[src/rtl/mlp_pkg.sv]
// Shared definitions for the MLP inference core.
//   - Default fixed-point geometry (P_*) used as parameter defaults.
//   - Derived default widths: data (P_DW), weight (P_WW), accumulator (P_ACCW).
//   - FSM state encoding.
//   - Saturation and ReLU helpers. They work on a 64-bit signed carrier so
//     one helper serves every parameterisation; callers narrow the result.
package mlp_pkg;

  localparam int P_M  = 3;
  localparam int P_N  = 2;
  localparam int P_QM = 3;
  localparam int P_QN = 5;
  localparam int P_WM = 3;
  localparam int P_WN = 5;

  localparam int P_DW   = P_QM + P_QN;
  localparam int P_WW   = P_WM + P_WN;
  localparam int P_ACCW = P_DW + P_WW + $clog2(P_N) + 1;

  typedef enum logic [1:0] {
    ST_IDLE = 2'd0,
    ST_MAC  = 2'd1,
    ST_ACT  = 2'd2,
    ST_DONE = 2'd3
  } mlp_state_e;

  // Clamp v into the signed range of a dw-bit number.
  function automatic logic signed [63:0] sat_q(input logic signed [63:0] v,
                                               input int dw);
    logic signed [63:0] mx;
    logic signed [63:0] mn;
    mx = (64'sd1 <<< (dw - 1)) - 64'sd1;
    mn = -(64'sd1 <<< (dw - 1));
    if (v > mx)      return mx;
    else if (v < mn) return mn;
    return v;
  endfunction

  function automatic logic signed [63:0] relu_q(input logic signed [63:0] v);
    return v[63] ? 64'sd0 : v;
  endfunction

endpackage

[src/rtl/mlp_n_neuron_mac.sv]
// Single neuron: serial multiply-accumulate plus bias/saturate/ReLU.
//   clk, nrst  : clock, async active-low reset
//   clr_i      : zero the accumulator (wins over acc_en_i)
//   acc_en_i   : add act_i*wt_i to the accumulator this cycle
//   act_i      : activation operand (signed Q(QM.QN))
//   wt_i       : weight operand (signed Q(WM.WN))
//   bias_i     : bias for the current layer (signed Q(QM.QN))
//   y_o        : ((acc >>> WN) + bias), saturated, ReLU'd; combinational
//                from the accumulator so it is valid in the ACT cycle.
module mlp_neuron_mac
  import mlp_pkg::*;
#(
  parameter int DW   = P_DW,
  parameter int WW   = P_WW,
  parameter int ACCW = P_ACCW,
  parameter int WN   = P_WN
) (
  input  logic                 clk,
  input  logic                 nrst,
  input  logic                 clr_i,
  input  logic                 acc_en_i,
  input  logic signed [DW-1:0] act_i,
  input  logic signed [WW-1:0] wt_i,
  input  logic signed [DW-1:0] bias_i,
  output logic        [DW-1:0] y_o
);

  logic signed [DW+WW-1:0] prod;
  logic signed [ACCW-1:0]  acc_q, acc_d;
  logic signed [ACCW-1:0]  sum;

  assign prod = act_i * wt_i;

  always_comb begin
    acc_d = acc_q;
    if (clr_i)         acc_d = '0;
    else if (acc_en_i) acc_d = acc_q + ACCW'(prod);
  end

  always_ff @(posedge clk or negedge nrst) begin
    if (!nrst) acc_q <= '0;
    else       acc_q <= acc_d;
  end

  // Drop the weight fraction bits to return to the data Q format.
  assign sum = (acc_q >>> WN) + ACCW'(bias_i);
  assign y_o = DW'(relu_q(sat_q(64'(sum), DW)));

endmodule

[src/rtl/mlp_n_neuron.sv]
// Fixed-point MLP inference core: M layers (M-1 weighted), N neurons each.
//   clk, nrst    : clock, async active-low reset
//   init         : start / restart a run (honoured in every state)
//   initial_flag : load x
//   weight_flag  : load w and b
//   x            : input vector, N x DW signed
//   w            : weights w[l][j][k] (layer, neuron, input)
//   b            : biases b[l][j]
//   outputs      : registered neuron-0 result of the final layer
// Each layer takes N MAC cycles plus one ACT cycle; the result lands
// (M-1)*(N+1) edges after the edge that samples init.
module mlp_n_neuron
  import mlp_pkg::*;
#(
  parameter int M  = P_M,
  parameter int N  = P_N,
  parameter int QM = P_QM,
  parameter int QN = P_QN,
  parameter int WM = P_WM,
  parameter int WN = P_WN
) (
  input  logic                                     clk,
  input  logic                                     nrst,
  input  logic                                     init,
  input  logic                                     initial_flag,
  input  logic                                     weight_flag,
  input  logic [N-1:0][QM+QN-1:0]                  x,
  input  logic [M-2:0][N-1:0][N-1:0][WM+WN-1:0]    w,
  input  logic [M-2:0][N-1:0][QM+QN-1:0]           b,
  output logic signed [QM+QN-1:0]                  outputs
);

  localparam int DW   = QM + QN;
  localparam int WW   = WM + WN;
  localparam int ACCW = DW + WW + $clog2(N) + 1;
  localparam int LW   = (M > 2) ? $clog2(M - 1) : 1;
  localparam int KW   = (N > 1) ? $clog2(N) : 1;

  // Operand registers
  logic [N-1:0][DW-1:0]                x_q;
  logic [M-2:0][N-1:0][N-1:0][WW-1:0]  w_q;
  logic [M-2:0][N-1:0][DW-1:0]         b_q;
  logic [N-1:0][DW-1:0]                h_q;   // previous layer's results
  logic [DW-1:0]                       out_q;

  mlp_state_e    state_q, state_d;
  logic [LW-1:0] l_q, l_d;
  logic [KW-1:0] k_q, k_d;

  logic clr, acc_en, h_ld, out_ld;
  logic [DW-1:0]        act_k;
  logic [N-1:0][DW-1:0] y;

  // Loads are independent of the FSM so the host can stage operands anytime.
  always_ff @(posedge clk or negedge nrst) begin
    if (!nrst) begin
      x_q <= '0;
      w_q <= '0;
      b_q <= '0;
    end else begin
      if (initial_flag) x_q <= x;
      if (weight_flag) begin
        w_q <= w;
        b_q <= b;
      end
    end
  end

  always_ff @(posedge clk or negedge nrst) begin
    if (!nrst) begin
      state_q <= ST_IDLE;
      l_q     <= '0;
      k_q     <= '0;
      h_q     <= '0;
      out_q   <= '0;
    end else begin
      state_q <= state_d;
      l_q     <= l_d;
      k_q     <= k_d;
      if (h_ld)   h_q   <= y;
      if (out_ld) out_q <= y[0];
    end
  end

  always_comb begin
    state_d = state_q;
    l_d     = l_q;
    k_d     = k_q;
    clr     = 1'b0;
    acc_en  = 1'b0;
    h_ld    = 1'b0;
    out_ld  = 1'b0;
    case (state_q)
      ST_MAC: begin
        acc_en = 1'b1;
        if (k_q == KW'(N - 1)) begin
          k_d     = '0;
          state_d = ST_ACT;
        end else begin
          k_d = k_q + 1'b1;
        end
      end
      ST_ACT: begin
        h_ld = 1'b1;
        if (l_q == LW'(M - 2)) begin
          // Final layer: neuron 0 goes straight to the output register
          // on the same edge that enters DONE.
          out_ld  = 1'b1;
          state_d = ST_DONE;
        end else begin
          l_d     = l_q + 1'b1;
          clr     = 1'b1;
          state_d = ST_MAC;
        end
      end
      default: ;
    endcase
    // init overrides everything, including a run in progress.
    if (init) begin
      state_d = ST_MAC;
      l_d     = '0;
      k_d     = '0;
      clr     = 1'b1;
      acc_en  = 1'b0;
      h_ld    = 1'b0;
      out_ld  = 1'b0;
    end
  end

  // The same activation element feeds every neuron in a given MAC cycle.
  assign act_k = (l_q == '0) ? x_q[k_q] : h_q[k_q];

  for (genvar j = 0; j < N; j++) begin : g_neu
    mlp_neuron_mac #(
      .DW  (DW),
      .WW  (WW),
      .ACCW(ACCW),
      .WN  (WN)
    ) u_mac (
      .clk     (clk),
      .nrst    (nrst),
      .clr_i   (clr),
      .acc_en_i(acc_en),
      .act_i   (act_k),
      .wt_i    (w_q[l_q][j][k_q]),
      .bias_i  (b_q[l_q][j]),
      .y_o     (y[j])
    );
  end

  assign outputs = out_q;

endmodule

[config.mk]
export PLATFORM = sky130hd
export DESIGN_NAME = mlp_n_neuron
export DESIGN_NICKNAME = d
export VERILOG_FILES = /design/src/rtl/mlp_pkg.sv /design/src/rtl/mlp_n_neuron_mac.sv /design/src/rtl/mlp_n_neuron.sv
export SDC_FILE = /design/constraint.sdc
export NUM_CORES = 1
export LEC_CHECK = 0
export ABC_AREA = 1
export CELL_PAD_IN_SITES_DETAIL_PLACEMENT = 0
export CELL_PAD_IN_SITES_GLOBAL_PLACEMENT = 1
export CORE_MARGIN = 5
export CORE_UTILIZATION = 50
export CTS_BUF_LIST = sky130_fd_sc_hd__clkbuf_4
export DETAILED_ROUTE_END_ITERATION = 7
export MAX_ROUTING_LAYER = met4
export PLACE_DENSITY_LB_ADDON = 0.1
export SETUP_SLACK_MARGIN = 0.5
export SLEW_MARGIN = 5
export SYNTH_ARGS = -nofsm -noshare
export SYNTH_HDL_FRONTEND = slang
export SYNTH_HIERARCHICAL = 1
export SYNTH_SLANG_ARGS = --single-unit
[constraint.sdc]
create_clock -name clk -period 16.5 [get_ports clk]
set_clock_uncertainty 0.2 [all_clocks]
set_input_delay 2.475 -clock clk [delete_from_list [all_inputs] [get_ports clk]]
set_output_delay 2.475 -clock clk [all_outputs]
set_load 0.05 [all_outputs]
==> results.py, run 1 <==
metrics = {
    "global_routing": {
        "track_usage": 0.246,
        "antenna_found_initial": 1,
        "grt_first_pass_wirelength_mm": 68.4,
        "grt-ovfl-total": 0,
        "grt_max_degree": 106,
        "grt_pass1_vias": 13200,
    },
    "critical_path": {
        "crit_slowest_cell": "buf_4",
        "timing.rr.start": "l_q",
        "setup.worst_path.start": "l_q",
        "crit_family": "adder cells",
        "cp.arrival_ns": 6.96,
        "cp-start-kind": "register",
        "end_kind": "register",
        "required_ns": 16.86,
        "cpPeakStageDelay_ns": 0.67,
        "crit_path_cell_trace": "buf_4 > o211ai_1 > nand2_1 > nand2_1 > inv_1 > fa_1 > fa_1 > fa_1 > inv_1 > fa_1 > inv_1 > ha_1 > ha_1 > nand2_1 > nor2_1 > nand4_1 > o21ai_0 > nand3_1 > nand3_1 > nand2_1",
        "path_max_fanout": 82,
        "crit_type": "register to register",
        "worstPathBufferInverterCount": 4,
    },
    "drt": {
        "vias_per_cell": 5.07,
        "drt_pass1_iterations": 7,
        "wl_per_cell_um": 16.7,
        "ant_nets": 0,
        "drt_iter0_drc": 737,
        "num_vias": 12500,
        "drc": 0,
        "wl_mm": 41.0,
    },
    "cells_and_area": {
        "syn_to_final_growth_pct": 10.7,
        "nNetsFinal": 2428,
        "final_common_cell": "nand2_1",
        "layout_common_cells": "544 x nand2_1, 404 x inv_1, 175 x dfrtp_1",
        "drive_gt1_frac": 0.0638,
    },
    "clock_network": {
        "clk_pin_slew_ns": 0.17,
        "cts_tree": "yes",
        "postCtsHoldBufs": 0,
        "clock-root-buffer": "clkbuf_4",
        "postCtsSetupBuffers": 0,
        "cts.sinks": 176,
        "cts_max_level": 4,
        "numCtsBuffers": 17,
        "cts.repair.resized": 0,
        "clock_path_buffers": 2,
        "clk_latency_ns": 0.66,
    },
    "timing": {
        "setup_viol": 0,
        "rsz0062_at_grt": "no",
        "slew_headroom": 0.180,
        "period_minus_slack_ns": 6.60,
        "tightest_slew_ns": 1.23,
        "finalCritPeriodShare": 0.400,
        "fmax_mhz": 152,
        "maxSlewViolCount": 0,
        "fin_setup_tns_ns": 0,
        "hold_viol": 0,
    },
    "min_path": {
        "worstHoldStart": "h_q[2]",
        "hp-class": "register to register",
    },
    "floorplan": {
        "start_util": 0.508,
        "core_area_sq_mm": 0.0317,
        "die_area_sq_mm": 0.0359,
        "die_h_um": 189,
        "fp-row-count": 65,
        "die_w_um": 189,
        "boundaryPins": 125,
    },
    "place": {
        "gp_congestion": 0.875,
        "port_buffers": 124,
        "hpwl_mm": 31.9,
    },
    "logic_synthesis": {
        "synth_area_sq_mm": 0.0161,
        "syn_inst": 1967,
        "synth_cell_type_count": 43,
        "syn_nets": 2356,
        "syn_avg_cell_area_sq_um": 8.19,
        "yosysSeqAreaShare": 0.273,
        "ys_seq_elements": 176,
        "yosys_warnings": 6,
    },
    "run_status": {
        "outcome": "complete, no violations",
    },
    "job": {
        "maxCapViolCount": 0,
    },
}
## worst min-delay path: cells and delay by family (launching register included)
kind	cells	cell delay [ns]
DFF	1	0.37
and+or+nand+nor	2	0.11
## area by class of cell
class	instances	area, sq um
Inverter	411	1540
Sequential cell	176	4410
Fill cell	2973	13900
Clock inverter	15	175
Timing Repair Buffer	131	1290
Antenna cell	5	12.5
Clock buffer	17	128
Multi-Input combinational cell	1302	9770
Tap cell	402	503
## cells by family after synthesis
group / count (synthesis) / share of synthesized area
and+or+nand+nor: 709 / 0.178
buffers and inverters: 489 / 0.120
adders and majority gates: 272 / 0.287
AOI/OAI and AO/OA: 237 / 0.0854
DFF: 176 / 0.273
muxes: 56 / 0.0401
xor gates and xnor gates: 26 / 0.0158
other: 2 / 0.000466
## flip-flops by register name, indices dropped and copies added (netlist names)
register / cells
b_q: 32
g_neu.u_mac/acc_q: 36
h_q: 16
k_q: 1
l_q: 1
outputs: 8
state_q: 2
w_q: 64
x_q: 16
## per-stage QoR
stage / hold slack [ns] / worst slack [ns] / cells / instance area, sq um / util
after global routing: 0.315 / 9.33 / 2459 / 17800 / 0.562
after CTS: 0.297 / 9.91 / 2454 / 17800 / 0.562
after floorplan: 0.242 / 11.13 / 1967 / 16100 / -
after detailed placement: 0.259 / 9.96 / 2422 / 17500 / 0.552
after global placement: 0.255 / 10.04 / 2422 / 17500 / 0.552
final: 0.292 / 9.90 / 2459 / 17800 / 0.562
## path summary, 6_finish.rpt
kind	cells past startpoint	to	slack (ns)
min	2	h_q[2]	0.29
max in group asynchronous	2	l_q	12.74
min reg2reg	2	h_q[2]	0.29
min in group asynchronous	1	w_q[53]	1.70
max reg2reg	20	g_neu[0].u_mac/acc_q[17]	9.90
max	20	g_neu[0].u_mac/acc_q[17]	9.90
## layer usage
layer  vias to the layer above  GRT usage  wire (um)
li1                       6169          -          -
met1                      6047      0.335      19400
met2                       225      0.394      19500
met3                        35     0.0326       1380
met4                         0     0.0601        744
met5                         -          -          0
## Yosys cell counts, drive strengths merged
cell / number / area share
a21o: 1 / 0.00047
a21oi: 53 / 0.018
a22o: 2 / 0.0011
a31oi: 1 / 0.00039
a32o: 2 / 0.0012
and3: 1 / 0.00039
buf: 36 / 0.014
clkbuf: 42 / 0.0098
clkinv: 4 / 0.00093
conb: 2 / 0.00047
dfrtp: 176 / 0.27
fa: 162 / 0.20
ha: 110 / 0.085
inv: 407 / 0.095
mux2: 56 / 0.040
nand2: 552 / 0.13
nand3: 65 / 0.022
nand3b: 3 / 0.0014
nand4: 10 / 0.0039
nor2: 65 / 0.016
nor3: 8 / 0.0025
o2111ai: 2 / 0.0011
o211ai: 42 / 0.020
o21a: 7 / 0.0033
o21ai: 119 / 0.037
o21bai: 3 / 0.0014
o22ai: 4 / 0.0016
o31ai: 1 / 0.00047
or2: 5 / 0.0019
xnor2: 15 / 0.0082
xor2: 11 / 0.0076
Power of run 1 is left out: the tool's default activity adds up to more than one toggle a clock period on the data nets, which glitch-free logic cannot reach.
==> run 2: changes to the inputs <==
CORE_UTILIZATION = 46   (was 50)
clock period = 6.8 ns   (was 16.5 ns; I/O delays follow)
==> run 2 against run 1 <==
First-iteration DRC count shrank 10%. Count of clock-buffer cells in the layout unchanged. Via count barely moved. Fmax rose by 9.8%. Global-route usage is 1.4 points lower.
==> results.py, run 2 (same netlist as run 1, synthesis figures left out) <==
metrics = {
    "run_status": {
        "outcome": "complete, no violations",
    },
    "floorplan": {
        "boundaryPins": 125,
        "fp-row-count": 68,
        "core_area_sq_mm": 0.0345,
        "start_util": 0.466,
        "die_h_um": 197,
        "die_area_sq_mm": 0.0389,
        "die_w_um": 197,
    },
    "global_routing": {
        "grt_first_pass_wirelength_mm": 69.4,
        "grt_max_degree": 101,
        "track_usage": 0.231,
        "grt-ovfl-total": 0,
        "grt_pass1_vias": 13100,
        "antenna_found_initial": 1,
    },
    "critical_path": {
        "timing.rr.start": "l_q",
        "cp-start-kind": "register",
        "rr_worst_depth": 20,
        "rrSetupSlack_ns": 0.79,
        "cp.arrival_ns": 6.44,
        "crit_type": "register to register",
        "end_kind": "register",
        "r2r_end": "g_neu[1].u_mac/acc_q[14]",
        "required_ns": 7.23,
        "path_max_fanout": 15,
    },
    "cells_and_area": {
        "multi_input_area_sq_mm": 0.00978,
        "fill_cells": 3390,
        "drive_gt1_frac": 0.0763,
        "layout_common_cells": "543 x nand2_1, 403 x inv_1, 174 x dfrtp_1",
        "top_regs": "w_q: 64 flops, g_neu.u_mac/acc_q: 36 flops, b_q: 32 flops",
        "regArea_sq_mm": 0.00441,
        "syn_to_final_growth_pct": 12.4,
        "nNetsFinal": 2448,
        "largest_reg_flops": 64,
        "final_common_cell": "nand2_1",
        "max_flop_register": "w_q",
    },
    "drt": {
        "wl_per_cell_um": 16.6,
        "wl_mm": 42.0,
        "ant_nets": 0,
        "drt_iter0_drc": 662,
        "num_vias": 12500,
        "drt_pass1_iterations": 5,
        "drc": 0,
        "vias_per_cell": 4.94,
    },
    "timing": {
        "finalCritPeriodShare": 0.884,
        "rsz0062_at_grt": "no",
        "hold_viol": 0,
        "fmax_mhz": 166,
        "maxSlewViolCount": 0,
        "slew_headroom": 0.248,
        "period_minus_slack_ns": 6.01,
        "fin_setup_tns_ns": 0,
        "setup_viol": 0,
        "tightest_slew_ns": 1.12,
    },
    "place": {
        "port_buffers": 124,
        "gp_congestion": 0.883,
        "hpwl_mm": 33.2,
    },
    "clock_network": {
        "clk_latency_ns": 0.67,
        "cts_max_level": 4,
        "clock-root-buffer": "clkbuf_4",
        "cts.sinks": 176,
        "clock_path_buffers": 2,
        "numCtsBuffers": 17,
        "clk_pin_slew_ns": 0.21,
        "cts_tree": "yes",
    },
    "min_path": {
        "hp-class": "input pin to async pin",
    },
    "job": {
        "maxCapViolCount": 0,
    },
}
run 2: changes by cell type in the layout (fill, tap and decap cells not counted), moves of 2 or more:
cell	before	now
buf_4	8	24
clkinvlp_4	1	5
diode_2	5	1
clkinv_1	5	2
clkinv_8	6	3
buf_12	0	2
o21ai_2	0	2
run 2: through the flow:
stage                     std cells  setup WS (ns)  hold slack [ns]  utilization  instance area, sq um
final                          2527          0.790            0.143        0.524                 18100
after detailed placement       2492          0.302            0.259        0.513                 17700
after global routing           2527          0.510            0.154        0.524                 18100
after CTS                      2524          0.539            0.137        0.523                 18100
after global placement         2492          0.326            0.254        0.513                 17700
after floorplan                1967           1.43            0.242            -                 16100
run 2: layout make-up:
class                      count  area share
clock buffer                  17     0.00705
multi-input combinational   1302       0.540
clock inverter                14     0.00947
tap                          455      0.0314
timing repair buffer         151      0.0825
inverter                     411      0.0858
sequential                   176       0.243
antenna                        1    0.000138
run 2: layer usage:
layer	wire, um	vias to the layer above	GRT usage	share of wire
met2	19900	188	0.370	0.47
li1	-	6192	-	-
met3	1480	37	0.0370	0.035
met4	702	0	0.0539	0.017
met1	20000	6057	0.313	0.47
met5	0	-	-	0
run 2: worst max path at each step:
stage	endpoint	depth (start not counted)	slack [ns]	from
5_1_grt	g_neu[0].u_mac/acc_q[17]	21	0.51	l_q
3_3_place_gp	g_neu[0].u_mac/acc_q[17]	20	0.33	l_q
3_5_place_dp	g_neu[0].u_mac/acc_q[17]	20	0.30	l_q
2_1_floorplan	g_neu[1].u_mac/acc_q[17]	25	1.43	l_q
6_report	g_neu[1].u_mac/acc_q[14]	20	0.79	l_q
4_1_cts	g_neu[0].u_mac/acc_q[17]	20	0.54	l_q
run 2: worst max-delay path: stages (launching register included):
cell,delay [ns]
dfrtp_4,0.64
inv_1,0.25
o211ai_1,0.15
nand2_1,0.51
buf_4,0.26
nand2_1,0.07
fa_1,0.47
fa_1,0.57
inv_1,0.06
fa_1,0.45
fa_1,0.51
fa_1,0.42
ha_1,0.34
a21oi_1,0.20
nand2_1,0.14
nand3_1,0.11
a21oi_1,0.07
or2_2,0.28
a21oi_1,0.12
o21ai_0,0.11
nand2_1,0.06
run 2: repair_timing:
action                     4_1_cts  5_1_grt
gates cloned                     0        0
setup endpoints to repair        1       10
hold buffers                     0        0
resized for setup                1        6
setup buffers                    1        2
Power of run 2 is left out for the same reason.
